[src/rtl/ssd_pkg.sv]
// Shared types and constants for the generation-count seven-segment scheduler.
// Holds the conversion FSM states, display constants and the double-dabble helpers.
package ssd_pkg;

  localparam int unsigned GEN_W  = 16;
  localparam int unsigned BCD_W  = 16;
  localparam int unsigned ITER_W = 4;

  localparam logic [GEN_W-1:0] GEN_MAX    = 16'd9999;
  localparam logic [3:0]       BLANK_CODE = 4'hF;

  localparam logic [3:0] AN_THOU = 4'b0111;
  localparam logic [3:0] AN_HUND = 4'b1011;
  localparam logic [3:0] AN_TENS = 4'b1101;
  localparam logic [3:0] AN_UNIT = 4'b1110;
  localparam logic [3:0] AN_OFF  = 4'b1111;
  localparam logic [6:0] SEG_OFF = 7'b1111111;

  typedef enum logic [1:0] {
    ST_IDLE = 2'd0,
    ST_LOAD = 2'd1,
    ST_CONV = 2'd2,
    ST_DONE = 2'd3
  } conv_state_e;

  // A conversion request: clamped value plus the flag saying it was clamped.
  typedef struct packed {
    logic             ovf;
    logic [GEN_W-1:0] val;
  } gen_req_t;

  function automatic gen_req_t clamp_gen(input logic [GEN_W-1:0] g);
    gen_req_t r;
    r.ovf = (g > GEN_MAX);
    r.val = r.ovf ? GEN_MAX : g;
    return r;
  endfunction

  // Double-dabble correction step: add 3 to every nibble that is 5 or more.
  function automatic logic [BCD_W-1:0] add3_nibbles(input logic [BCD_W-1:0] b);
    logic [BCD_W-1:0] r;
    r = b;
    for (int i = 0; i < 4; i++) begin
      if (b[i*4 +: 4] >= 4'd5) r[i*4 +: 4] = b[i*4 +: 4] + 4'd3;
    end
    return r;
  endfunction

endpackage

[src/rtl/ssd_digit_decoder.sv]
// Combinational BCD/blank code to active-low {a,b,c,d,e,f,g} segment decoder.
module ssd_digit_decoder
  import ssd_pkg::*;
(
  input  logic [3:0] code,
  output logic [6:0] seg_c
);

  always_comb begin
    seg_c = 7'b0000001;
    case (code)
      4'd0:       seg_c = 7'b0000001;
      4'd1:       seg_c = 7'b1001111;
      4'd2:       seg_c = 7'b0010010;
      4'd3:       seg_c = 7'b0000110;
      4'd4:       seg_c = 7'b1001100;
      4'd5:       seg_c = 7'b0100100;
      4'd6:       seg_c = 7'b0100000;
      4'd7:       seg_c = 7'b0001111;
      4'd8:       seg_c = 7'b0000000;
      4'd9:       seg_c = 7'b0000100;
      BLANK_CODE: seg_c = SEG_OFF;
      default:    seg_c = 7'b0000001;
    endcase
  end

endmodule

[src/rtl/ssd_generation_scheduler.sv]
// Sequential binary-to-BCD conversion of the generation count with atomic display commit,
// a one-deep pending request slot, and a free-running anode scan with leading-zero blanking.
module ssd_generation_scheduler
  import ssd_pkg::*;
#(
  parameter int unsigned REFRESH_W = 21,
  parameter bit          BLANK_LZ  = 1'b1
) (
  input  logic             clk,
  input  logic             reset,
  input  logic [GEN_W-1:0] generation,
  input  logic             gen_valid,
  output logic             busy,
  output logic             overflow,
  output logic [3:0]       anode,
  output logic [6:0]       ssdOut
);

  conv_state_e          state_q, state_d;
  logic [GEN_W-1:0]     bin_q, bin_d;
  logic [BCD_W-1:0]     bcd_q, bcd_d;
  logic [ITER_W-1:0]    iter_q, iter_d;
  logic                 ovf_next_q, ovf_next_d;
  gen_req_t             pend_q, pend_d;
  logic                 pend_vld_q, pend_vld_d;
  logic [BCD_W-1:0]     digits_q, digits_d;
  logic                 overflow_q, overflow_d;
  logic                 busy_q, busy_d;
  logic [REFRESH_W-1:0] refresh_q, refresh_d;
  logic [3:0]           anode_q, anode_d;
  logic [6:0]           seg_q;

  gen_req_t   req_new, req_cap;
  logic [1:0] sel;
  logic [3:0] digit, code, an_sel;
  logic       blank, lz_th, lz_hu, lz_te;
  logic [6:0] seg_c;

  // Conversion FSM, pending slot and display commit.
  always_comb begin
    state_d    = state_q;
    bin_d      = bin_q;
    bcd_d      = bcd_q;
    iter_d     = iter_q;
    ovf_next_d = ovf_next_q;
    pend_d     = pend_q;
    pend_vld_d = pend_vld_q;
    digits_d   = digits_q;
    overflow_d = overflow_q;
    req_new    = clamp_gen(generation);
    req_cap    = gen_valid ? req_new : pend_q;

    if (gen_valid && (state_q == ST_LOAD || state_q == ST_CONV)) begin
      pend_d     = req_new;
      pend_vld_d = 1'b1;
    end

    case (state_q)
      ST_IDLE: begin
        if (gen_valid) begin
          bin_d      = req_new.val;
          ovf_next_d = req_new.ovf;
          state_d    = ST_LOAD;
        end
      end
      ST_LOAD: begin
        bcd_d   = '0;
        iter_d  = '0;
        state_d = ST_CONV;
      end
      ST_CONV: begin
        {bcd_d, bin_d} = {add3_nibbles(bcd_q), bin_q} << 1;
        iter_d         = iter_q + ITER_W'(1);
        if (iter_q == ITER_W'(15)) state_d = ST_DONE;
      end
      ST_DONE: begin
        digits_d   = bcd_q;
        overflow_d = ovf_next_q;
        // A strobe arriving in this cycle is newer than anything in the slot.
        if (gen_valid || pend_vld_q) begin
          bin_d      = req_cap.val;
          ovf_next_d = req_cap.ovf;
          pend_vld_d = 1'b0;
          state_d    = ST_LOAD;
        end else begin
          state_d = ST_IDLE;
        end
      end
      default: state_d = ST_IDLE;
    endcase

    // Held until the cycle after the commit so new digits are visible when busy drops.
    busy_d = (state_q != ST_IDLE) || (state_d != ST_IDLE);
  end

  // Scan select, leading-zero blanking and digit mux.
  always_comb begin
    refresh_d = refresh_q + REFRESH_W'(1);
    sel       = refresh_q[REFRESH_W-1 -: 2];
    lz_th     = (digits_q[15:12] == 4'd0);
    lz_hu     = lz_th && (digits_q[11:8] == 4'd0);
    lz_te     = lz_hu && (digits_q[7:4] == 4'd0);
    digit     = digits_q[3:0];
    an_sel    = AN_UNIT;
    blank     = 1'b0;
    case (sel)
      2'd0: begin digit = digits_q[15:12]; an_sel = AN_THOU; blank = lz_th; end
      2'd1: begin digit = digits_q[11:8];  an_sel = AN_HUND; blank = lz_hu; end
      2'd2: begin digit = digits_q[7:4];   an_sel = AN_TENS; blank = lz_te; end
      2'd3: begin digit = digits_q[3:0];   an_sel = AN_UNIT; blank = 1'b0;  end
      default: ;
    endcase
    blank   = blank && BLANK_LZ;
    code    = blank ? BLANK_CODE : digit;
    anode_d = blank ? AN_OFF : an_sel;
  end

  ssd_digit_decoder u_dec (
    .code  (code),
    .seg_c (seg_c)
  );

  always_ff @(posedge clk) begin
    if (reset) begin
      state_q    <= ST_IDLE;
      bin_q      <= '0;
      bcd_q      <= '0;
      iter_q     <= '0;
      ovf_next_q <= 1'b0;
      pend_q     <= '0;
      pend_vld_q <= 1'b0;
      digits_q   <= '0;
      overflow_q <= 1'b0;
      busy_q     <= 1'b0;
      refresh_q  <= '0;
      anode_q    <= AN_OFF;
      seg_q      <= SEG_OFF;
    end else begin
      state_q    <= state_d;
      bin_q      <= bin_d;
      bcd_q      <= bcd_d;
      iter_q     <= iter_d;
      ovf_next_q <= ovf_next_d;
      pend_q     <= pend_d;
      pend_vld_q <= pend_vld_d;
      digits_q   <= digits_d;
      overflow_q <= overflow_d;
      busy_q     <= busy_d;
      refresh_q  <= refresh_d;
      anode_q    <= anode_d;
      seg_q      <= seg_c;
    end
  end

  assign busy     = busy_q;
  assign overflow = overflow_q;
  assign anode    = anode_q;
  assign ssdOut   = seg_q;

endmodule
[config.mk]
export PLATFORM = sky130hd
export DESIGN_NAME = ssd_generation_scheduler
export DESIGN_NICKNAME = d
export VERILOG_FILES = /design/src/rtl/ssd_pkg.sv /design/src/rtl/ssd_digit_decoder.sv /design/src/rtl/ssd_generation_scheduler.sv
export SDC_FILE = /design/constraint.sdc
export NUM_CORES = 1
export LEC_CHECK = 0
export BUFFER_PORTS_ARGS = -buffer_cell sky130_fd_sc_hd__clkbuf_2
export CORE_MARGIN = 1.5
export CORE_UTILIZATION = 65
export CTS_CLUSTER_SIZE = 40
export DETAILED_ROUTE_END_ITERATION = 10
export PLACE_DENSITY = 0.85
export SYNTH_ARGS = -nofsm -noshare
export SYNTH_HDL_FRONTEND = slang
export SYNTH_SLANG_ARGS = --single-unit
[constraint.sdc]
create_clock -name clk -period 3.4 [get_ports clk]
set_input_delay 0.34 -clock clk [delete_from_list [all_inputs] [get_ports clk]]
set_output_delay 0.34 -clock clk [all_outputs]
set_load 0.05 [all_outputs]
### Word level (Yosys, flattened, before mapping)

Memory sizes are Yosys's and may differ from the RTL's. A register that Yosys moved wholly into a read port is not among the register bits.
Index checks and enable logic that the tools add are counted.

* bits in registers: 100
* bits in latches: 0
* bits in writable memories: 0
* ROM bits: 112
* bits of input ports: 19
* output and inout bits: 13
* word-level logic and storage cells: 78
* memories: 1

* $add $sub $neg: 6
* $mul: 0
* divide/modulo/power cells: 0
* $lt $le $gt $ge: 5
* equality and inequality tests: 9
* shifts and indexed selects: 0
* multiplexer cells: 25
* bitwise operators: 0
* reduce and logical (&&, ||, !) cells: 19

Memory list
* (name not given): words 16, width 7, rd ports 1, clocked after Yosys merged registers in 1, write ports 0, line ssd_digit_decoder.sv:11 `case (code)`

Operators with widths (number)
* $mux 16: 3
* $pmux 16 s3: 1
* $pmux 16 s2: 1
* $pmux 4 s4: 2
* $add 21x1->21 const B: 1
* $mux 17: 1
* $ge 4x3->1 const B: 4
* $gt 16x14->1 const B: 1
* $mux 4: 4
* $add 4x2->4 const B: 3
* $logic_not 4->1: 3
* $eq 2x2->1 const B: 4
* $pmux 2 s4: 1
* $pmux 4 s2: 1
* $reduce_bool 2->1: 4
* $mux 1: 6
* $reduce_and 3->1: 2
* $add 4x1->4 const B: 1
* $eq 2x1->1 const B: 2
* $eq 4x4->1 const B: 1
* $logic_not 2->1: 2
* $mux 2: 2
* $ne 2x2->1 const B: 2
* $pmux 1 s4: 1
* 7 further kinds: 11

### Logic depth before layout (Yosys ltp)

Gate-level depths: netlist of the first run.

* depth in word-level cells: 6
* depth in mapped cells: 10
* depth with buffers taken out: 9

### Cells and area by module

A second synthesis of the first run with hierarchy kept.

* cells, all modules: 568
* area, all modules: 4987.3 um^2

By module, submodules not included
* ssd_generation_scheduler: times used 1, cells an instance 537, area an instance 4777.1 um^2, sequential area each 2142.1 um^2
* ssd_digit_decoder: times used 1, cells an instance 31, area an instance 210.2 um^2, sequential area each 0.0 um^2

### Worst setup path before layout of the first run

Ideal clock, no wire load.

* path kind: register to register
* start: register digits_q[5]
* end: register seg_q[1], in the netlist ssdOut[1]
* setup time: 63 ps
* arrival time: 2154 ps
* required time: 3337 ps
* path slack: 1183 ps
* stages on the path, launching flop included: 9
* buffers on the path: 0
* period minus slack after synthesis: 2217 ps
* cells stage by stage: dfxtp_1 or4_1 o21a_1 nor2_4 or2_2 inv_1 ha_1 or4_1 nand3b_1

* cells in the longest elaborated chain, start to end: 4
* elaborated cells between the ends (all ways): 5
* those cells by class: mux (3); reduce/logical (2)

RTL lines
* start: declaration: line ssd_generation_scheduler.sv:26 `logic [BCD_W-1:0] digits_q, digits_d;`
* start signal: assignment: line ssd_generation_scheduler.sv:146 `digits_q <= digits_d;`
* $logic_not 4->1: line ssd_generation_scheduler.sv:102 `lz_te = lz_hu && (digits_q[7:4] == 4'd0);`
* $logic_and 1x1->1: line ssd_generation_scheduler.sv:102
* $pmux 1 s4: line ssd_generation_scheduler.sv:106 `case (sel)`
* $mux 4 *: line ssd_generation_scheduler.sv:114 `code = blank ? BLANK_CODE : digit;`
* end: declaration: line ssd_generation_scheduler.sv:31 `logic [6:0] seg_q;`

Mark *: on every way between the ends. The rest lies on a longest branch, timed or not.
A chain may end at the register's enable or synchronous reset.

### Worst setup path in the final report of the first run

* start: register refresh_q[19]
* end: register seg_q[6], in the netlist ssdOut[6]

* cells in the longest elaborated chain, start to end: 3
* elaborated cells between the ends (all ways): 7
* those cells by class: eq/ne (3); mux (3); reduce/logical (1)

RTL lines
* start: declaration: line ssd_generation_scheduler.sv:29 `logic [REFRESH_W-1:0] refresh_q, refresh_d;`
* start signal: assignment: line ssd_generation_scheduler.sv:149 `refresh_q <= refresh_d;`
* $eq 2x2->1 (tied with other cells): line ssd_generation_scheduler.sv:106
* $pmux 4 s4 or $pmux 1 s4 (tied branches): line ssd_generation_scheduler.sv:106
* $mux 4 *: line ssd_generation_scheduler.sv:114

Marked as above.

==> results of run 1 <==
==> cell families after synthesis <==
| kind of cell | after synthesis |
|---|---|
| flip-flops | 107 |
| adder cells (fa/ha/maj) | 19 |
| AO/OA/AOI/OAI | 119 |
| AND/OR/NAND/NOR | 207 |
| buffers and inverters | 51 |
| multiplexers | 25 |
| XOR/XNOR | 22 |
==> cells in the mapped netlist (all sizes together) (2+ instances only) <==
master / n
dfxtp: 107
nor2: 86
nand2: 31
a21oi: 28
nand3: 25
nor3: 24
o21ai: 24
clkbuf: 22
mux2i: 20
ha: 19
inv: 18
a211oi: 17
xnor2: 16
a221oi: 12
buf: 10
a22oi: 8
a32oi: 7
or3: 6
xor2: 6
nand2b: 5
nor4: 5
o31ai: 5
and4: 4
mux4: 4
nand3b: 4
or2: 4
a21o: 3
nand4: 3
nor3b: 3
o211ai: 3
or4: 3
a211o: 2
a2bb2oi: 2
a311oi: 2
a31oi: 2
and2: 2
nor2b: 2
==> metrics by stage <==
step / instances / utilization, % / hold slack (ps) / instance area (um^2)
after global placement: 654 / 69.9 / 443 / 5070
after floorplan: 550 / - / 436 / 4890
after detailed placement: 654 / 69.9 / 449 / 5070
after global routing: 670 / 73.1 / 240 / 5310
after CTS: 670 / 73.1 / 212 / 5310
final: 670 / 73.1 / 214 / 5310
==> sequential cells by signal, summed over array words and instances (netlist names) <==
| register | cells |
|---|---|
| anode | 4 |
| overflow | 1 |
| digits_q | 16 |
| pend_vld_q | 1 |
| pend_q | 17 |
| bin_q | 16 |
| ovf_next_q | 1 |
| busy | 1 |
| iter_q | 4 |
| ssdOut | 7 |
| bcd_q | 16 |
| refresh_q | 21 |
| state_q | 2 |
==> worst reg2reg max path, cell delays in order, from the launching register on <==
cell     delay [ps]
dfxtp_1         650
mux4_1          670
nor2_1          320
inv_1           110
ha_1            260
a21oi_1         260
o21ai_0         140
==> path summary, 6_finish.rpt <==
path | startpoint | endpoint
max | refresh_q[19]$_SDFF_PP0_ | ssdOut[6]$_SDFF_PP1_
min | generation[7] | pend_q[7]$_SDFFE_PP0P_
max reg2reg | refresh_q[19]$_SDFF_PP0_ | ssdOut[6]$_SDFF_PP1_
min reg2reg | pend_q[5]$_SDFFE_PP0P_ | pend_q[5]$_SDFFE_PP0P_
==> power by group <==
part	total, mW	switching, mW	internal, mW
Sequential	1.51	0.0953	1.41
Combinational	0.901	0.602	0.299
Clock	0.895	0.418	0.477
==> routing by layer <==
layer	global-route usage, %	up-vias	part of all wire [%]
li1	-	1986	-
met1	33.0	1956	45
met2	45.7	121	49
met3	5.08	23	4.6
met4	9.92	0	2.1
met5	0	-	0
==> cell type report <==
class | count | area share [%]
well taps | 99 | 2.33
inverters | 19 | 1.34
repair buffers | 37 | 3.77
flip-flops and latches | 107 | 40.4
multi-input cells | 392 | 47.7
clock buffers | 13 | 3.18
clock inverters | 3 | 1.30
==> cells in the final DEF, fill, tap and decap left out, drive strengths merged, types with 4 or more instances in the layout <==
cell type  synthesis  layout
ha                19      19
nor3              24      24
xor2               6       6
a22oi              8       8
clkbuf            22      43
nor2              86      86
a21oi             28      28
or2                4       4
or3                6       6
inv               18      18
mux2i             20      20
o21ai             24      24
nand3b             4       4
dfxtp            107     107
nand2b             5       5
mux4               4       4
o31ai              5       5
nand2             31      31
nor4               5       5
nand3             25      25
xnor2             16      16
a32oi              7       7
a221oi            12      12
a211oi            17      17
and4               4       4
buf               10       7
==> results.toml, run 1 <==
[synth]
yosysSeqAreaShare_pct = 43.8
async_flop_share_pct = 0
yosysWarnings = 0
synthXorXnorAreaFrac_pct = 3.94
synth_nets = 588
muxShareOfSynthArea_pct = 6.25
synth-compound-area-share_pct = 16.7
synth_top_family_by_area = "simple AND/OR/NAND/NOR gates"
yosys-top-cells-area = "dfxtp_1 44%, nor2_1 6.4%, ha_1 4.9%"
synth_area_leader_cell = "dfxtp_1"
yosysTopAreaCellShare_pct = 43.8
ys_types = 54
synth_cells = 550
netlist_area_mm2 = 0.00489
synth-simple-area-share_pct = 20.0
ys_ff_latch = 107
avgSynthCellArea_um2 = 8.89
ys.flop_type = "dfxtp_1"
synth-edff-count = 0
synthAdderAreaFrac_pct = 4.86

[pwr]
p_leak_nw = 1.89
ir_drop_uv = 304
power.total_mw = 3.30
p_per_area_mw_per_mm2 = 623

[worst_setup_path]
crit_required_ps = 3640
path_buf_inv = 1
critPathTopFamily = "multiplexers"
cp_slowest_cell = "mux4_1"
reg2reg_slack_ps = 860
path_cells = "mux4_1 > nor2_1 > inv_1 > ha_1 > a21oi_1 > o21ai_0"
arrival_ps = 2780
cp-start-kind = "flop"
critPathMaxStageDelay_ps = 670
cp.depth = 6
worstPathMaxFanout = 13
path_class = "flop to flop"
worst_setup_path_end_kind = "flop"
worst-r2r-cell-count = 6

[floorplan]
start_util_pct = 67.4
core-area_mm2 = 0.00725
fp.dieH_um = 89.7
die_w_um = 89.7
rows = 31
ios = 32
dieArea_mm2 = 0.00805

[final_layout]
area.sequential_mm2 = 0.00214
nFillCells = 520
antenna_cells_inserted = 0
drive_above_1_share_pct = 11.0
multi_input_area_mm2 = 0.00253
synthToLayoutAreaGrowth_pct = 8.52
fin_nets = 604

[sta]
setup_ws_ps = 856
hold_violations = 0
period_share_pct = 74.8
fmax_mhz = 393
fin_skew_ps = 13.7
final.setup.tns_ps = 0
rsz0062_at_grt = "no"
tightest_slew_ps = 846
setup_viol = 0
slew_headroom_pct = 43.6
drv_slew = 0
post-route-min-period_ps = 2540

[clock_network]
cts_tree = "done"
cts_hold_buf = 0
root_buffer = "clkbuf_8"
cts_buffers = 9
post-cts-setup-buffer-count = 0
post_cts_resized = 0
clock_latency_ps = 370
htreeDepth = 3
cts.reportedPaths.clkPinSlew_ps = 100
cts_buffer_depth = 2
cts.sinks = 107

[placement]
routabilityCongestion = 0.874
port-buffer-count = 31
post-place-ws_ps = 922
place.detailed.hpwl_um = 6830

[global_route]
antenna_found_initial = 0
grt_max_degree = 48
first_global_vias = 3970
grtUsageTotal_pct = 26.6
gr-total-overflow = 0
grt_first_pass_wirelength_um = 17900

[flow_run]
drv_cap = 0

[drt]
routed-via-count = 4086
vias_per_cell = 6.10
first_iter_violations = 244
wl_per_cell_um = 15.4
ant_nets = 0
drc = 0
drt_pass1_iterations = 5
drt_wl_total_um = 10300

[hold_path]
min_path_cells = 3
hold_class = "primary input to flop"

[status]
outcome = "completed"
Power figures use the tool's default switching activity.
==> inputs of run 2 (changes only) <==
--- a/config.mk
+++ b/config.mk
@@ -5,12 +5,13 @@
 export SDC_FILE = /design/constraint.sdc
 export NUM_CORES = 1
 export LEC_CHECK = 0
+export ABC_AREA = 1
 export BUFFER_PORTS_ARGS = -buffer_cell sky130_fd_sc_hd__clkbuf_2
 export CORE_MARGIN = 1.5
-export CORE_UTILIZATION = 65
+export CORE_UTILIZATION = 55
 export CTS_CLUSTER_SIZE = 40
 export DETAILED_ROUTE_END_ITERATION = 10
-export PLACE_DENSITY = 0.85
+export PLACE_DENSITY = 0.76
 export SYNTH_ARGS = -nofsm -noshare
 export SYNTH_HDL_FRONTEND = slang
 export SYNTH_SLANG_ARGS = --single-unit
==> constraint.sdc (replaced) <==
create_clock -name clk -period 2.19 [get_ports clk]
set_input_delay 0.219 -clock clk [delete_from_list [all_inputs] [get_ports clk]]
set_output_delay 0.219 -clock clk [all_outputs]
set_load 0.05 [all_outputs]
==> run 2 against run 1 <==
Global-route usage down 3.1 points. Count of clock-buffer cells in the layout down 3. Area after synthesis up 7.1%. Worst setup slack worse by 630 ps. Flip-flop and latch count unchanged. Cell area up 7.4%. Via count up 14%. Critical endpoint is now bin_q[4]$_SDFFE_PP0P_. Largest cell class unchanged. Largest power group unchanged. Highest routed layer unchanged.
==> results.toml, run 2 <==
[status]
outcome = "completed"

[global_route]
grt_max_degree = 38
grt_util_met1_pct = 29.4
antenna_found_initial = 0
use_met2_pct = 39.2
top_usage_layer = "met2"
grtUsageTotal_pct = 23.4
gr-total-overflow = 0
first_global_vias = 4317
met3_usage_pct = 6.38
grt_first_pass_wirelength_um = 19000

[placement]
port-buffer-count = 31
routabilityCongestion = 0.845
post-place-ws_ps = 301
place.detailed.hpwl_um = 7960

[pwr]
p_leak_nw = 2.33
p_per_area_mw_per_mm2 = 1030
ir_drop_uv = 618

[synth]
async_flop_share_pct = 0
yosysWarnings = 0
synth_most_common_cell = "nand2_1"
yosysTopAreaCellShare_pct = 40.9
ys_types = 43
synth_cells = 717
synth_area_leader_cell = "dfxtp_1"
netlist_area_mm2 = 0.00524
synth_nets = 755
ys_ff_latch = 107
yosys-top-cells-area = "dfxtp_1 41%, nand2_1 8.7%, a21oi_1 7.8%"
synthTopCellsByCount = "122 x nand2_1, 107 x dfxtp_1, 82 x a21oi_1"
ys.flop_type = "dfxtp_1"
synth-edff-count = 0
yosysSeqAreaShare_pct = 40.9
avgSynthCellArea_um2 = 7.30

[drt]
drc = 0
drt_wl_total_um = 11100
first_iter_violations = 230
drt_pass1_iterations = 5
wl_per_cell_um = 12.7
routed-via-count = 4642
ant_nets = 0
vias_per_cell = 5.31

[worst_setup_path]
crit_end = "bin_q[4]$_SDFFE_PP0P_"
reg2reg_slack_ps = 220
arrival_ps = 2230
crit_start = "state_q[1]$_SDFF_PP0_"
worst-r2r-cell-count = 8
cp-start-kind = "flop"
reg2reg_from = "state_q[1]$_SDFF_PP0_"
crit_required_ps = 2450
worstPathMaxFanout = 18
path_class = "flop to flop"
worst_setup_path_end_kind = "flop"
reg2reg_to = "bin_q[4]$_SDFFE_PP0P_"

[sta]
period_share_pct = 89.9
setup_ws_ps = 222
rsz0062_at_grt = "no"
slew_headroom_pct = 66.7
fin_skew_ps = 7.64
tightest_slew_ps = 498
hold_violations = 0
drv_slew = 0
final.setup.tns_ps = 0
fmax_mhz = 508
setup_viol = 0
post-route-min-period_ps = 1970

[floorplan]
fp.dieH_um = 101
die_w_um = 101
rows = 35
dieArea_mm2 = 0.0101
start_util_pct = 56.7
ios = 32
core-area_mm2 = 0.00924

[clock_network]
cts.reportedPaths.clkPinSlew_ps = 100
cts_buffers = 9
cts_buffer_depth = 2
post_cts_resized = 0
htreeDepth = 3
clock_latency_ps = 380
root_buffer = "clkbuf_8"
cts.sinks = 107
post-cts-setup-buffer-count = 0
cts_hold_buf = 0
cts_tree = "done"

[final_layout]
antenna_cells_inserted = 0
layout_commonest_cell = "nand2_1"
area.sequential_mm2 = 0.00214
largest_reg_flops = 21
drive_above_1_share_pct = 13.2
top_register = "refresh_q"
fin_nets = 778
multi_input_area_mm2 = 0.00262
synthToLayoutAreaGrowth_pct = 8.84
reg.largest.list = "refresh_q: 21 flops, pend_q: 17 flops"
nFillCells = 837
final_cell_mix = "122 x nand2_1, 107 x dfxtp_1, 82 x a21oi_1, 77 x inv_1, 69 x nor2_1"

[hold_path]
hold_class = "primary input to flop"

[flow_run]
drv_cap = 0
run 2: final cells by class:
type,instances,area share (%)
Clock buffer,10,2.41
Clock inverter,6,1.30
Inverter,88,5.80
Multi-Input combinational cell,494,45.9
Sequential cell,107,37.6
Tap cell,129,2.83
Timing Repair Buffer,40,4.13
run 2: critical path, stage by stage, from the launching register on:
cell and delay, ps:
dfxtp_1 380, ha_1 330, nand2_4 140, inv_2 180, nand2_2 100, nand3_4 180, inv_2 160, o21ai_0 300
a21oi_1 80
run 2: how the worst min path moves through the flow:
| stage | from | endpoint | slack, ps | cells past startpoint |
|---|---|---|---|---|
| 6_report | reset | bcd_q[12]$_SDFFE_PP0N_ | 50 | 2 |
| 3_5_place_dp | pend_q[14]$_SDFFE_PP0P_ | pend_q[14]$_SDFFE_PP0P_ | 440 | 2 |
| 4_1_cts | reset | bcd_q[12]$_SDFFE_PP0N_ | 30 | 2 |
| 5_1_grt | reset | bcd_q[12]$_SDFFE_PP0N_ | 40 | 2 |
| 2_1_floorplan | generation[10] | pend_q[10]$_SDFFE_PP0P_ | 340 | 2 |
| 3_3_place_gp | pend_q[14]$_SDFFE_PP0P_ | pend_q[14]$_SDFFE_PP0P_ | 430 | 2 |
run 2: layer usage:
metal | share of wire [%] | vias to the layer above
met4 | 1.7 | 0
met3 | 4.3 | 20
met1 | 47 | 2123
met5 | 0 | -
li1 | - | 2411
met2 | 47 | 88
run 2: cells by family (layout without fill, tap and decap cells):
group / after synthesis / in the layout / share of synthesized area, %
flip-flops: 107 / 107 / 40.9
AO/OA/AOI/OAI: 185 / 185 / 19.6
AND/OR/NAND/NOR: 286 / 286 / 25.2
XOR/XNOR: 4 / 4 / 0.669
buffers and inverters: 116 / 144 / 9.08
adder cells (fa/ha/maj): 19 / 19 / 4.54
run 2: report_power, final:
group,switching [mW],total (mW),internal [mW],leakage (nW)
registers,0.189,2.51,2.32,0.873
logic,1.45,2.11,0.654,1.35
clock network,0.694,1.27,0.572,0.107
run 2: through the flow:
| step | hold slack [ps] | cell area [um^2] | power (mW) | util, % | cells |
|---|---|---|---|---|---|
| 2_1_floorplan | 336 | 5240 | 4.16 | - | 717 |
| 3_3_place_gp | 435 | 5490 | 4.56 | 59.4 | 858 |
| 3_5_place_dp | 444 | 5490 | 4.63 | 59.4 | 858 |
| 4_1_cts | 32.9 | 5700 | 5.91 | 61.7 | 874 |
| 5_1_grt | 35.9 | 5700 | 6.29 | 61.7 | 874 |
| 6_report | 45.6 | 5700 | 5.88 | 61.7 | 874 |
